## config.mk

```make
export PLATFORM = sky130hd
export DESIGN_NAME = usb_fs_out_engine_flat
export DESIGN_NICKNAME = d
export VERILOG_FILES = /design/src/rtl/usb_fs_out_engine_if.sv /design/src/rtl/usb_fs_out_engine.sv /design/src/flat_wrapper.sv
export SDC_FILE = /design/constraint.sdc
export NUM_CORES = 2
export LEC_CHECK = 0
export CORE_AREA = 2 2 649 651
export DETAILED_ROUTE_END_ITERATION = 10
export DIE_AREA = 0 0 651 653
export GPL_ROUTABILITY_DRIVEN = 1
export SETUP_SLACK_MARGIN = 0.02
export SLEW_MARGIN = 30
export SYNTH_ARGS = -nofsm -noshare
export SYNTH_HDL_FRONTEND = slang
export SYNTH_SLANG_ARGS = --single-unit
```

## constraint.sdc

```tcl
create_clock -name clk -period 6.8 [get_ports clk]
set_input_delay 0.68 -clock clk [delete_from_list [all_inputs] [get_ports clk]]
set_output_delay 0.68 -clock clk [all_outputs]
set_load 0.05 [all_outputs]
```

## src/rtl/usb_fs_out_engine_if.sv

```systemverilog
// Bundles the endpoint-consumer, token/data receiver and handshake-transmitter signals of the OUT engine.
interface usb_fs_out_engine_if #(
  parameter int NUM_OUT_EPS = 11
);
  logic [NUM_OUT_EPS-1:0] reset_ep;
  logic [6:0]             dev_addr;
  logic [NUM_OUT_EPS-1:0] out_ep_data_avail;
  logic [NUM_OUT_EPS-1:0] out_ep_setup;
  logic [NUM_OUT_EPS-1:0] out_ep_data_get;
  logic [7:0]             out_ep_data;
  logic [NUM_OUT_EPS-1:0] out_ep_release;
  logic [NUM_OUT_EPS-1:0] out_ep_stall;
  logic [NUM_OUT_EPS-1:0] out_ep_acked;
  logic                   rx_pkt_start;
  logic                   rx_pkt_end;
  logic                   rx_pkt_valid;
  logic [3:0]             rx_pid;
  logic [6:0]             rx_addr;
  logic [3:0]             rx_endp;
  logic                   rx_data_put;
  logic [7:0]             rx_data;
  logic                   tx_pkt_start;
  logic                   tx_pkt_end;
  logic [3:0]             tx_pid;

  modport slave (
    input  reset_ep, dev_addr, out_ep_data_get, out_ep_release, out_ep_stall,
    input  rx_pkt_start, rx_pkt_end, rx_pkt_valid, rx_pid, rx_addr, rx_endp,
    input  rx_data_put, rx_data, tx_pkt_end,
    output out_ep_data_avail, out_ep_setup, out_ep_data, out_ep_acked,
    output tx_pkt_start, tx_pid
  );

  modport master (
    output reset_ep, dev_addr, out_ep_data_get, out_ep_release, out_ep_stall,
    output rx_pkt_start, rx_pkt_end, rx_pkt_valid, rx_pid, rx_addr, rx_endp,
    output rx_data_put, rx_data, tx_pkt_end,
    input  out_ep_data_avail, out_ep_setup, out_ep_data, out_ep_acked,
    input  tx_pkt_start, tx_pid
  );
endinterface

```

## src/rtl/usb_fs_out_engine.sv

```systemverilog
// USB full-speed OUT/SETUP transfer engine: buffers one packet per endpoint and answers with ACK/NAK/STALL.
// Handshake is issued the cycle after the DATA packet ends; read data follows out_ep_data_get by one cycle.
module usb_fs_out_engine #(
  parameter int NUM_OUT_EPS         = 11,
  parameter int MAX_OUT_PACKET_SIZE = 32
) (
  input logic               clk,
  input logic               reset,
  usb_fs_out_engine_if.slave bus
);
  localparam int EW    = $clog2(NUM_OUT_EPS);
  localparam int AW    = $clog2(MAX_OUT_PACKET_SIZE);
  localparam int CW    = $clog2(MAX_OUT_PACKET_SIZE + 1);
  localparam int DEPTH = NUM_OUT_EPS * MAX_OUT_PACKET_SIZE;
  localparam int RW    = $clog2(DEPTH);

  localparam logic [CW-1:0] MAX_CNT   = CW'(MAX_OUT_PACKET_SIZE);
  localparam logic [3:0]    PID_OUT   = 4'b0001;
  localparam logic [3:0]    PID_SETUP = 4'b1101;
  localparam logic [3:0]    PID_ACK   = 4'b0010;
  localparam logic [3:0]    PID_NAK   = 4'b1010;
  localparam logic [3:0]    PID_STALL = 4'b1110;

  typedef enum logic [1:0] {XFER_IDLE, XFER_RCVD_TOKEN, XFER_SEND_HS} xfer_state_t;
  typedef enum logic [1:0] {EP_READY, EP_HOLDING, EP_STALL} ep_state_t;

  xfer_state_t            r_state;
  xfer_state_t            w_state_nxt;
  ep_state_t              r_ep_state [NUM_OUT_EPS];
  logic [NUM_OUT_EPS-1:0] r_tgl;
  logic [NUM_OUT_EPS-1:0] r_setup;
  logic [CW-1:0]          r_len [NUM_OUT_EPS];
  logic [CW-1:0]          r_get [NUM_OUT_EPS];
  logic [EW-1:0]          r_cur_ep;
  logic                   r_cur_setup;
  logic                   r_ovf;
  logic                   r_data_tgl;
  logic [CW-1:0]          r_put_ptr;
  logic [7:0]             r_out_data;
  logic [7:0]             r_mem [DEPTH];

  logic                   w_tok_match;
  logic                   w_is_data;
  logic                   w_cur_rst;
  logic                   w_restart;
  logic                   w_put;
  logic                   w_wr_en;
  logic                   w_hs_go;
  logic                   w_hs_accept;
  logic [3:0]             w_hs_pid;
  logic [NUM_OUT_EPS-1:0] w_acked;
  logic [NUM_OUT_EPS-1:0] w_avail;
  logic                   w_get_vld;
  logic [EW-1:0]          w_get_ep;
  logic [AW-1:0]          w_get_ptr;
  ep_state_t              w_cur_ep_state;

  function automatic logic [RW-1:0] f_addr(input logic [EW-1:0] ep, input logic [AW-1:0] ptr);
    return RW'(ep) * RW'(MAX_OUT_PACKET_SIZE) + RW'(ptr);
  endfunction

  assign w_tok_match = bus.rx_pkt_end && bus.rx_pkt_valid
                    && (bus.rx_pid == PID_OUT || bus.rx_pid == PID_SETUP)
                    && (bus.rx_addr == bus.dev_addr)
                    && (int'(bus.rx_endp) < NUM_OUT_EPS);
  assign w_is_data      = bus.rx_pkt_end && bus.rx_pkt_valid && (bus.rx_pid[1:0] == 2'b11);
  assign w_cur_rst      = bus.reset_ep[r_cur_ep];
  assign w_cur_ep_state = r_ep_state[r_cur_ep];
  assign w_restart      = (r_state == XFER_IDLE && w_tok_match)
                       || (r_state == XFER_RCVD_TOKEN && !w_cur_rst && bus.rx_pkt_end
                           && !w_is_data && w_tok_match);
  assign w_put          = (r_state == XFER_RCVD_TOKEN) && bus.rx_data_put;
  // A held buffer is only overwritten by a SETUP, which always takes ownership back.
  assign w_wr_en        = w_put && (r_put_ptr != MAX_CNT)
                       && (r_cur_setup || w_cur_ep_state == EP_READY);

  always_comb begin
    w_hs_accept = 1'b0;
    w_hs_pid    = PID_ACK;
    if (r_cur_setup) begin
      w_hs_accept = 1'b1;
    end else if (w_cur_ep_state == EP_STALL) begin
      w_hs_pid = PID_STALL;
    end else if (w_cur_ep_state == EP_HOLDING || r_ovf) begin
      w_hs_pid = PID_NAK;
    end else if (r_data_tgl == r_tgl[r_cur_ep]) begin
      w_hs_accept = 1'b1;
    end
  end

  always_comb begin
    w_state_nxt = r_state;
    w_hs_go     = 1'b0;
    w_acked     = '0;
    unique case (r_state)
      XFER_IDLE: begin
        if (w_tok_match) w_state_nxt = XFER_RCVD_TOKEN;
      end
      XFER_RCVD_TOKEN: begin
        if (w_cur_rst) begin
          w_state_nxt = XFER_IDLE;
        end else if (bus.rx_pkt_end) begin
          if (w_is_data)        w_state_nxt = XFER_SEND_HS;
          else if (w_tok_match) w_state_nxt = XFER_RCVD_TOKEN;
          else                  w_state_nxt = XFER_IDLE;
        end
      end
      XFER_SEND_HS: begin
        w_state_nxt = XFER_IDLE;
        w_hs_go     = !w_cur_rst;
        if (!w_cur_rst && w_hs_accept) w_acked[r_cur_ep] = 1'b1;
      end
      default: w_state_nxt = XFER_IDLE;
    endcase
  end

  always_ff @(posedge clk or posedge reset) begin
    if (reset) begin
      r_state     <= XFER_IDLE;
      r_cur_ep    <= '0;
      r_cur_setup <= 1'b0;
      r_ovf       <= 1'b0;
      r_data_tgl  <= 1'b0;
      r_put_ptr   <= '0;
    end else begin
      r_state <= w_state_nxt;
      if (w_restart) begin
        r_cur_ep    <= EW'(bus.rx_endp);
        r_cur_setup <= (bus.rx_pid == PID_SETUP);
        r_ovf       <= 1'b0;
        r_put_ptr   <= '0;
      end else if (r_state == XFER_RCVD_TOKEN && w_state_nxt == XFER_IDLE) begin
        r_put_ptr <= '0;
      end else if (w_put) begin
        if (r_put_ptr == MAX_CNT) r_ovf     <= 1'b1;
        else                      r_put_ptr <= r_put_ptr + 1'b1;
      end
      if (r_state == XFER_RCVD_TOKEN && w_is_data) r_data_tgl <= bus.rx_pid[3];
    end
  end

  always_comb begin
    w_avail   = '0;
    w_get_vld = 1'b0;
    w_get_ep  = '0;
    for (int i = 0; i < NUM_OUT_EPS; i++) begin
      w_avail[i] = (r_ep_state[i] == EP_HOLDING) && (r_get[i] < r_len[i]);
      if (bus.out_ep_data_get[i] && w_avail[i]) begin
        w_get_vld = 1'b1;
        w_get_ep  = EW'(i);
      end
    end
    w_get_ptr = r_get[w_get_ep][AW-1:0];
  end

  // Later assignments win: handshake, then get/release, then stall, then per-endpoint reset.
  always_ff @(posedge clk or posedge reset) begin
    if (reset) begin
      r_tgl   <= '0;
      r_setup <= '0;
      for (int i = 0; i < NUM_OUT_EPS; i++) begin
        r_ep_state[i] <= EP_READY;
        r_len[i]      <= '0;
        r_get[i]      <= '0;
      end
    end else begin
      for (int i = 0; i < NUM_OUT_EPS; i++) begin
        if (w_acked[i]) begin
          r_ep_state[i] <= EP_HOLDING;
          r_len[i]      <= r_put_ptr;
          r_get[i]      <= '0;
          r_setup[i]    <= r_cur_setup;
          r_tgl[i]      <= r_cur_setup ? 1'b1 : ~r_tgl[i];
        end
        if (bus.out_ep_data_get[i] && w_avail[i]) r_get[i] <= r_get[i] + 1'b1;
        if (bus.out_ep_release[i] && r_ep_state[i] == EP_HOLDING) begin
          r_ep_state[i] <= EP_READY;
          r_len[i]      <= '0;
          r_get[i]      <= '0;
          r_setup[i]    <= 1'b0;
        end
        if (bus.out_ep_stall[i]) r_ep_state[i] <= EP_STALL;
        if (bus.reset_ep[i]) begin
          r_ep_state[i] <= EP_READY;
          r_tgl[i]      <= 1'b0;
          r_len[i]      <= '0;
          r_get[i]      <= '0;
          r_setup[i]    <= 1'b0;
        end
      end
    end
  end

  always_ff @(posedge clk) begin
    if (w_wr_en) r_mem[f_addr(r_cur_ep, r_put_ptr[AW-1:0])] <= bus.rx_data;
  end

  always_ff @(posedge clk or posedge reset) begin
    if (reset)          r_out_data <= '0;
    else if (w_get_vld) r_out_data <= r_mem[f_addr(w_get_ep, w_get_ptr)];
  end

  assign bus.out_ep_data_avail = w_avail;
  assign bus.out_ep_setup      = r_setup;
  assign bus.out_ep_data       = r_out_data;
  assign bus.out_ep_acked      = w_acked;
  assign bus.tx_pkt_start      = w_hs_go;
  assign bus.tx_pid            = w_hs_go ? w_hs_pid : 4'b0000;
endmodule

```

## src/flat_wrapper.sv

```systemverilog
// flat-port wrapper written by rule: the top's interface ports become plain ports
module usb_fs_out_engine_flat 
#(
  parameter int NUM_OUT_EPS         = 11,
  parameter int MAX_OUT_PACKET_SIZE = 32
)
  (clk, reset, bus_reset_ep, bus_dev_addr, bus_out_ep_data_get, bus_out_ep_release, bus_out_ep_stall, bus_rx_pkt_start, bus_rx_pkt_end, bus_rx_pkt_valid, bus_rx_pid, bus_rx_addr, bus_rx_endp, bus_rx_data_put, bus_rx_data, bus_tx_pkt_end, bus_out_ep_data_avail, bus_out_ep_setup, bus_out_ep_data, bus_out_ep_acked, bus_tx_pkt_start, bus_tx_pid);
  usb_fs_out_engine_if #(.NUM_OUT_EPS(NUM_OUT_EPS)) bus_i ();
  input logic clk;
  input logic reset;
  input wire logic [$bits(bus_i.reset_ep)-1:0] bus_reset_ep;
  input wire logic [$bits(bus_i.dev_addr)-1:0] bus_dev_addr;
  input wire logic [$bits(bus_i.out_ep_data_get)-1:0] bus_out_ep_data_get;
  input wire logic [$bits(bus_i.out_ep_release)-1:0] bus_out_ep_release;
  input wire logic [$bits(bus_i.out_ep_stall)-1:0] bus_out_ep_stall;
  input wire logic [$bits(bus_i.rx_pkt_start)-1:0] bus_rx_pkt_start;
  input wire logic [$bits(bus_i.rx_pkt_end)-1:0] bus_rx_pkt_end;
  input wire logic [$bits(bus_i.rx_pkt_valid)-1:0] bus_rx_pkt_valid;
  input wire logic [$bits(bus_i.rx_pid)-1:0] bus_rx_pid;
  input wire logic [$bits(bus_i.rx_addr)-1:0] bus_rx_addr;
  input wire logic [$bits(bus_i.rx_endp)-1:0] bus_rx_endp;
  input wire logic [$bits(bus_i.rx_data_put)-1:0] bus_rx_data_put;
  input wire logic [$bits(bus_i.rx_data)-1:0] bus_rx_data;
  input wire logic [$bits(bus_i.tx_pkt_end)-1:0] bus_tx_pkt_end;
  output wire logic [$bits(bus_i.out_ep_data_avail)-1:0] bus_out_ep_data_avail;
  output wire logic [$bits(bus_i.out_ep_setup)-1:0] bus_out_ep_setup;
  output wire logic [$bits(bus_i.out_ep_data)-1:0] bus_out_ep_data;
  output wire logic [$bits(bus_i.out_ep_acked)-1:0] bus_out_ep_acked;
  output wire logic [$bits(bus_i.tx_pkt_start)-1:0] bus_tx_pkt_start;
  output wire logic [$bits(bus_i.tx_pid)-1:0] bus_tx_pid;
  assign bus_i.reset_ep = bus_reset_ep;
  assign bus_i.dev_addr = bus_dev_addr;
  assign bus_i.out_ep_data_get = bus_out_ep_data_get;
  assign bus_i.out_ep_release = bus_out_ep_release;
  assign bus_i.out_ep_stall = bus_out_ep_stall;
  assign bus_i.rx_pkt_start = bus_rx_pkt_start;
  assign bus_i.rx_pkt_end = bus_rx_pkt_end;
  assign bus_i.rx_pkt_valid = bus_rx_pkt_valid;
  assign bus_i.rx_pid = bus_rx_pid;
  assign bus_i.rx_addr = bus_rx_addr;
  assign bus_i.rx_endp = bus_rx_endp;
  assign bus_i.rx_data_put = bus_rx_data_put;
  assign bus_i.rx_data = bus_rx_data;
  assign bus_i.tx_pkt_end = bus_tx_pkt_end;
  assign bus_out_ep_data_avail = bus_i.out_ep_data_avail;
  assign bus_out_ep_setup = bus_i.out_ep_setup;
  assign bus_out_ep_data = bus_i.out_ep_data;
  assign bus_out_ep_acked = bus_i.out_ep_acked;
  assign bus_tx_pkt_start = bus_i.tx_pkt_start;
  assign bus_tx_pid = bus_i.tx_pid;
  usb_fs_out_engine #(.NUM_OUT_EPS(NUM_OUT_EPS), .MAX_OUT_PACKET_SIZE(MAX_OUT_PACKET_SIZE)) u_core (.clk(clk), .reset(reset), .bus(bus_i));
endmodule
```

## Word level (Yosys, flattened, before mapping)

Memory sizes are Yosys's and may differ from the RTL's. A register that Yosys moved wholly into a read port is not among the register bits.
Cells that the tools add are included.

- Bitwise logic cells: 13
- Magnitude comparators: 16
- Mux-type cells: 247
- Add/sub/neg operators: 14
- Equal/unequal tests: 24
- Reduce and logical (&&, ||, !) cells: 108

Operators by type and width:

| cell | count |
|---|---|
| $mux W6 | 81 |
| $mux W2 | 52 |
| $mux W1 | 93 |
| $reduce_bool A4 Y1 | 22 |
| $add A6 B1 Y6 const B | 12 |
| $lt A6 B6 Y1 | 11 |
| $logic_and A1 B1 Y1 | 50 |
| $reduce_bool A3 Y1 | 12 |
| $mux W4 | 7 |
| $eq A2 B1 Y1 const B | 13 |
| $reduce_bool A2 Y1 | 13 |
| $bmux W6 S4 | 1 |
| $mux W11 | 2 |
| $add A9 B5 Y9 | 2 |
| $mux W3 | 4 |
| $not A1 Y1 | 11 |
| $ge A5 B5 Y1 const B | 2 |
| $mux W5 | 2 |
| $not A4 Y5 | 2 |
| $bmux W1 S4 | 2 |
| $bmux W2 S4 | 1 |
| $eq A7 B7 Y1 | 1 |
| $eq A2 B2 Y1 const B | 3 |
| $eq A6 B6 Y1 const B | 1 |
| 16 further kinds | 22 |

- Memories kept: 1
- Input bits: 81
- Memory bits (writable): 2,816
- Output and inout bits: 46
- Logic and storage cells: 484
- Bits in registers: 191

Memory list:

| memory | depth | width | read ports | clocked after memory_dff | wr ports | RTL line | text |
|---|---|---|---|---|---|---|---|
| u_core.r_mem | 352 | 8 | 1 | 1 | 1 | usb_fs_out_engine.sv:40 | `logic [7:0] r_mem [DEPTH];` |

## Depth between registers and ports, before layout

- Word-level depth: 18
- Gate-level depth with buffers: 24

## Worst setup path after synthesis

Ideal clock, no wire load.

- Path type: register to register
- From: register u_core.r_get[14] (netlist name)
- To: register u_core.r_out_data[1], in the netlist u_core.bus.out_ep_data[1], read port of u_core.r_mem
- Slack: 0.609 ns
- Stages on the path, launching flop included: 19
- Data required time: 6.689 ns
- Data arrival time: 6.080 ns
- Path through: dfrtp_1 -> ha_1 -> a21o_1 -> a31oi_1 -> nor2_1 -> a2111oi_0 -> nand4b_1 -> a22oi_1 -> a31o_2 -> nor4_4 -> buf_2 -> buf_4 -> buf_2 -> a221oi_1 -> o21ai_0 -> a32oi_1 -> o31ai_1 -> a221o_1 -> a2111oi_2

- Cells in the longest elaborated chain, start to end: 11
- Elaborated cells on any way between the ends: 14
- Those cells by class: add/sub (1); order compare (1); mux (9); bitwise (1); reduce/logical (2)

RTL lines:

| item | RTL line | text |
|---|---|---|
| start: declaration | usb_fs_out_engine.sv:33 | `logic [CW-1:0] r_get [NUM_OUT_EPS];` |
| start signal: indexed assignment | usb_fs_out_engine.sv:175 | `if (bus.out_ep_data_get[i] && w_avail[i]) r_get[i] <= r_get[i] + 1'b1;` |
| $lt A6 B6 Y1 (*) | usb_fs_out_engine.sv:147 | `w_avail[i] = (r_ep_state[i] == EP_HOLDING) && (r_get[i] < r_len[i]);` |
| $logic_and A1 B1 Y1 (*) | usb_fs_out_engine.sv:147 |  |
| net bus_out_ep_data_avail[8] | flat_wrapper.sv:25 | `output wire logic [$bits(bus_i.out_ep_data_avail)-1:0] bus_out_ep_data_avail;` |
| $logic_and A1 B1 Y1 (*) | usb_fs_out_engine.sv:148 | `if (bus.out_ep_data_get[i] && w_avail[i]) begin` |
| $mux W4 (3 in a row) | usb_fs_out_engine.sv:148 |  |
| $not A4 Y5 (implied by the code) | usb_fs_out_engine.sv:153 | `w_get_ptr = r_get[w_get_ep][AW-1:0];` |
| $bmux W6 S4 | usb_fs_out_engine.sv:153 |  |
| $mux W5 (implied by the code) (2 in a row) | usb_fs_out_engine.sv:153 |  |
| $add A9 B5 Y9 | usb_fs_out_engine.sv:59 | `return RW'(ep) * RW'(MAX_OUT_PACKET_SIZE) + RW'(ptr);` |
| end: declaration | usb_fs_out_engine.sv:39 | `logic [7:0] r_out_data;` |

Mark *: on every way through the listed nets, which the timed path passes. The rest lies on a longest branch. The select of a mux whose other input is x is not followed.
A chain may end at the register's enable or synchronous reset.

## Final worst setup path

- From: register u_core.r_get[27] (netlist name)
- To: register u_core.r_out_data[4], in the netlist u_core.bus.out_ep_data[4], read port of u_core.r_mem

- Cells in the longest elaborated chain, start to end: 13
- Elaborated cells on any way between the ends: 18
- Those cells by class: add/sub (1); order compare (1); mux (13); bitwise (1); reduce/logical (2)

RTL lines:

| item | RTL line |
|---|---|
| $lt A6 B6 Y1 | usb_fs_out_engine.sv:147 |
| $logic_and A1 B1 Y1 | usb_fs_out_engine.sv:147 |
| $logic_and A1 B1 Y1 | usb_fs_out_engine.sv:148 |
| $mux W3 (2 in a row) | usb_fs_out_engine.sv:148 |
| $mux W4 (3 in a row) | usb_fs_out_engine.sv:148 |
| $not A4 Y5 (implied by the code) | usb_fs_out_engine.sv:153 |
| $bmux W6 S4 | usb_fs_out_engine.sv:153 |
| $mux W5 (implied by the code) (2 in a row) | usb_fs_out_engine.sv:153 |
| $add A9 B5 Y9 | usb_fs_out_engine.sv:59 |

Several ways; a longest one is shown, not always the timed one. The select of a mux whose other input is x is not followed.

==> impl_metrics.ini <==
[clock_tree]
cts_buffers = 317
cts_setup_buffers = 0
clkSinkCount = 3015
cts_tree = built
clk_latency_ns = 0.91
cts_hold_buf = 0
clock-root-buffer = clkbuf_16
h-tree-depth = 5
clockBufferDepth = 4
ctsResizeCount = 0
cts.clk_slew.worst_paths_ns = 0.06

[pwr]
p_comb_frac = 0.013
swShare = 0.203
power.total_mw = 37.5
vdd_drop_max_v = 0.000182
leakage_nw = 48.3
power.internal_mw = 29.9
seqPwrFrac = 0.541
clkPwrFrac = 0.447
power.density_nw_per_um2 = 261
p_sw_mw = 7.60

[critical_path]
cp.arrival_ns = 7.17
critPathKind = register to register
crit_required_ns = 7.57
crit_fanout = 52
critPathSlowestCell = nor4_4
slowest_delay_ns = 0.75
end_kind = register
cp-start-kind = register
crit_chain = ha_1 > o211ai_1 > o21a_1 > o21a_1 > nor4_4 > nand2_2 > or2_4 > a211oi_2 > nor4_4 > buf_4 > buf_4 > buf_12 > nand2_1 > nand3_1 > and3_1 > a311oi_1 > a311oi_1 > a31oi_1 > o2111ai_1 > a41o_1

[floorplan]
die_x_um = 651
dieArea_um2 = 425000
fp.dieH_um = 653
ioPinCount = 127
start_util = 0.299
num_rows = 238
core_area_um2 = 418000

[min_path]
min_path_type = primary input to register

[placement]
gp_congestion = 0.868
dpl.hpwl_um = 233000
port_buffers = 123

[sta]
clock.fmax_mhz = 156
relSlewSlack = 0.272
min_period_ns = 6.40
rsz0062_at_grt = no
drv_slew = 0
final-hold-violation-count = 0
finClkSkew_ns = 0.0799
finalCritPeriodShare = 0.941
finalSetupViolCount = 0
tightest_slew_ns = 1.09
finalSetupTns_ns = 0

[drt]
ant_nets = 0
wirelength_um = 381000
drc_errors = 0
via_per_inst = 5.22
vias = 82198
first_pass_iters = 6
drtIter0Drc = 11084
wl_per_cell_um = 24.2

[synthesis]
yosysUniqueCellTypes = 101
synth_seq_cells = 3015
avgSynthCellArea_um2 = 12.7
synthFlopType = edfxtp_1
async_reset_ff_frac = 0.0660
ys.warnings.count = 0
syn_inst = 9831
synth_nets = 9982
yosysSeqAreaShare = 0.716
synth_edf_count = 2816
synth_area_um2 = 125000

[global_route]
grt_max_degree = 176
grt.overflow.total = 0
grt_usage = 0.173
grt_pass1_wl_um = 550000
grt_pass1_vias = 76962
antenna_found_initial = 11

[layout]
layout-drive-gt1-share = 0.0997
nets = 10133
final_common_cell = edfxtp_1
fillers = 40357
final_cell_mix = edfxtp_1, nand2_1, nand3_1
area_growth_pct = 15.0

[flow_run]
maxCapViolCount = 0

[outcome]
status = finished, final reports clean
-- flip-flops by register name (all words and copies together) (netlist names), 4 cells and up --
name	cells
u_core.r_len	66
u_core.r_ep_state	22
u_core.r_tgl	11
u_core.bus.out_ep_data	8
u_core.r_put_ptr	6
u_core.r_cur_ep	4
u_core.bus.out_ep_setup	11
u_core.r_get	66
u_core.r_mem	2816
-- cells by family (layout without fill, tap and decap cells) --
| kind of cell | count (synthesis) | in the layout | synth area share |
|---|---|---|---|
| xor+xnor | 21 | 21 | 0.00147 |
| compound gates | 793 | 793 | 0.0432 |
| simple gates | 4853 | 4853 | 0.169 |
| buf+inv | 720 | 1108 | 0.0262 |
| fa+ha+maj | 70 | 70 | 0.00700 |
| mux | 358 | 358 | 0.0372 |
| other cells | 1 | 10 | 0.0000300 |
| flops | 3015 | 3015 | 0.716 |
-- worst max-delay path, delay by kind of cell, from the launching register on --
kind            cells  cell delay (ns)
simple gates        7             1.95
buf+inv             3             0.60
fa+ha+maj           1             0.34
flops               1             0.47
compound gates      9             2.90
-- per-layer routing --
layer | vias to the layer above | share of wire | track usage
met2 | 4006 | 0.45 | 0.269
li1 | 36266 | - | -
met1 | 41257 | 0.42 | 0.243
met4 | 4 | 0.034 | 0.0557
met5 | - | 0.000068 | 0
met3 | 665 | 0.096 | 0.0337
-- power groups by stage --
| stage | combinational (mW) | sequential (mW) | clock [mW] |
|---|---|---|---|
| 5_1_grt | 0.515 | 20.3 | 17.6 |
| 6_report | 0.483 | 20.3 | 16.8 |
| 3_3_place_gp | 0.477 | 20.7 | 0 |
| 2_1_floorplan | 0.0623 | 20.7 | 0 |
| 4_1_cts | 0.488 | 20.3 | 16.9 |
| 3_5_place_dp | 0.488 | 20.7 | 0 |
-- layout make-up --
class	instances	area, um^2	share of cell area
Sequential cell	3015	89500	0.623
Clock buffer	395	8420	0.0586
Inverter	92	353	0.00245
Clock inverter	161	1360	0.00945
Multi-Input combinational cell	6096	32600	0.227
Tap cell	5520	6910	0.0480
Timing Repair Buffer	460	4600	0.0320
Antenna cell	9	22.5	0.000157
-- synthesized netlist by cell type (all sizes together) (9+ instances only) --
| library cell | instances | area share |
|---|---|---|
| edfxtp | 2816 | 0.68 |
| a41oi | 9 | 0.00084 |
| a32oi | 40 | 0.0028 |
| nor2b | 19 | 0.00095 |
| a31o | 15 | 0.0011 |
| a221oi | 12 | 0.0011 |
| clkbuf | 212 | 0.0064 |
| o21a | 12 | 0.00074 |
| nand2b | 17 | 0.00085 |
| a2111oi | 14 | 0.0012 |
| nor2 | 583 | 0.018 |
| mux2i | 255 | 0.020 |
| mux4 | 83 | 0.015 |
| and3 | 109 | 0.0055 |
| o22ai | 28 | 0.0014 |
| buf | 416 | 0.017 |
| o21ai | 159 | 0.0067 |
| mux2 | 20 | 0.0018 |
| dfrtp | 199 | 0.040 |
| a211oi | 35 | 0.0026 |
| o31ai | 19 | 0.0013 |
| nand3 | 1489 | 0.060 |
| xor2 | 16 | 0.0011 |
| a311oi | 34 | 0.0024 |
| nor3 | 57 | 0.0023 |
| nand4 | 63 | 0.0032 |
| a21oi | 208 | 0.0084 |
| a22o | 10 | 0.00070 |
| o211ai | 23 | 0.0015 |
| a21boi | 16 | 0.00096 |
| inv | 92 | 0.0028 |
| and2 | 13 | 0.00065 |
| nand2 | 2405 | 0.072 |
| a41o | 10 | 0.00081 |
| a31oi | 85 | 0.0043 |
| a22oi | 11 | 0.00066 |
| nor3b | 11 | 0.00086 |
| or2 | 26 | 0.0013 |
| nor4 | 21 | 0.0013 |
| nand3b | 17 | 0.0010 |
| ha | 70 | 0.0070 |
-- per-stage QoR --
stage / utilization / instance area (um^2) / hold WS (ns) / worst slack [ns] / cells
detailed placement: 0.320 / 134000 / 0.471 / 0.141 / 15182
CTS: 0.344 / 144000 / 0.215 / 0.525 / 15738
finish: 0.344 / 144000 / 0.238 / 0.400 / 15748
global route: 0.344 / 144000 / 0.242 / 0.230 / 15740
floorplan: - / 125000 / 0.444 / 0.609 / 9831
global placement: 0.320 / 134000 / 0.466 / 0.0831 / 15180
-- final timing paths --
path / startpoint / end / slack [ns] / cells past startpoint
hold reg to reg: u_core.r_ovf / u_core.r_ovf / 0.49 / 2
max in group asynchronous: reset / u_core.r_ovf / 5.38 / 3
setup reg to reg: u_core.r_get[27] / u_core.bus.out_ep_data[4] / 0.40 / 20
min in group asynchronous: reset / u_core.r_ep_state[2] / 0.31 / 2
hold / removal: bus_rx_data[4] / u_core.r_mem[35][4] / 0.24 / 1
setup / recovery: u_core.r_get[27] / u_core.bus.out_ep_data[4] / 0.40 / 20
(Power assumes the default switching activity.)
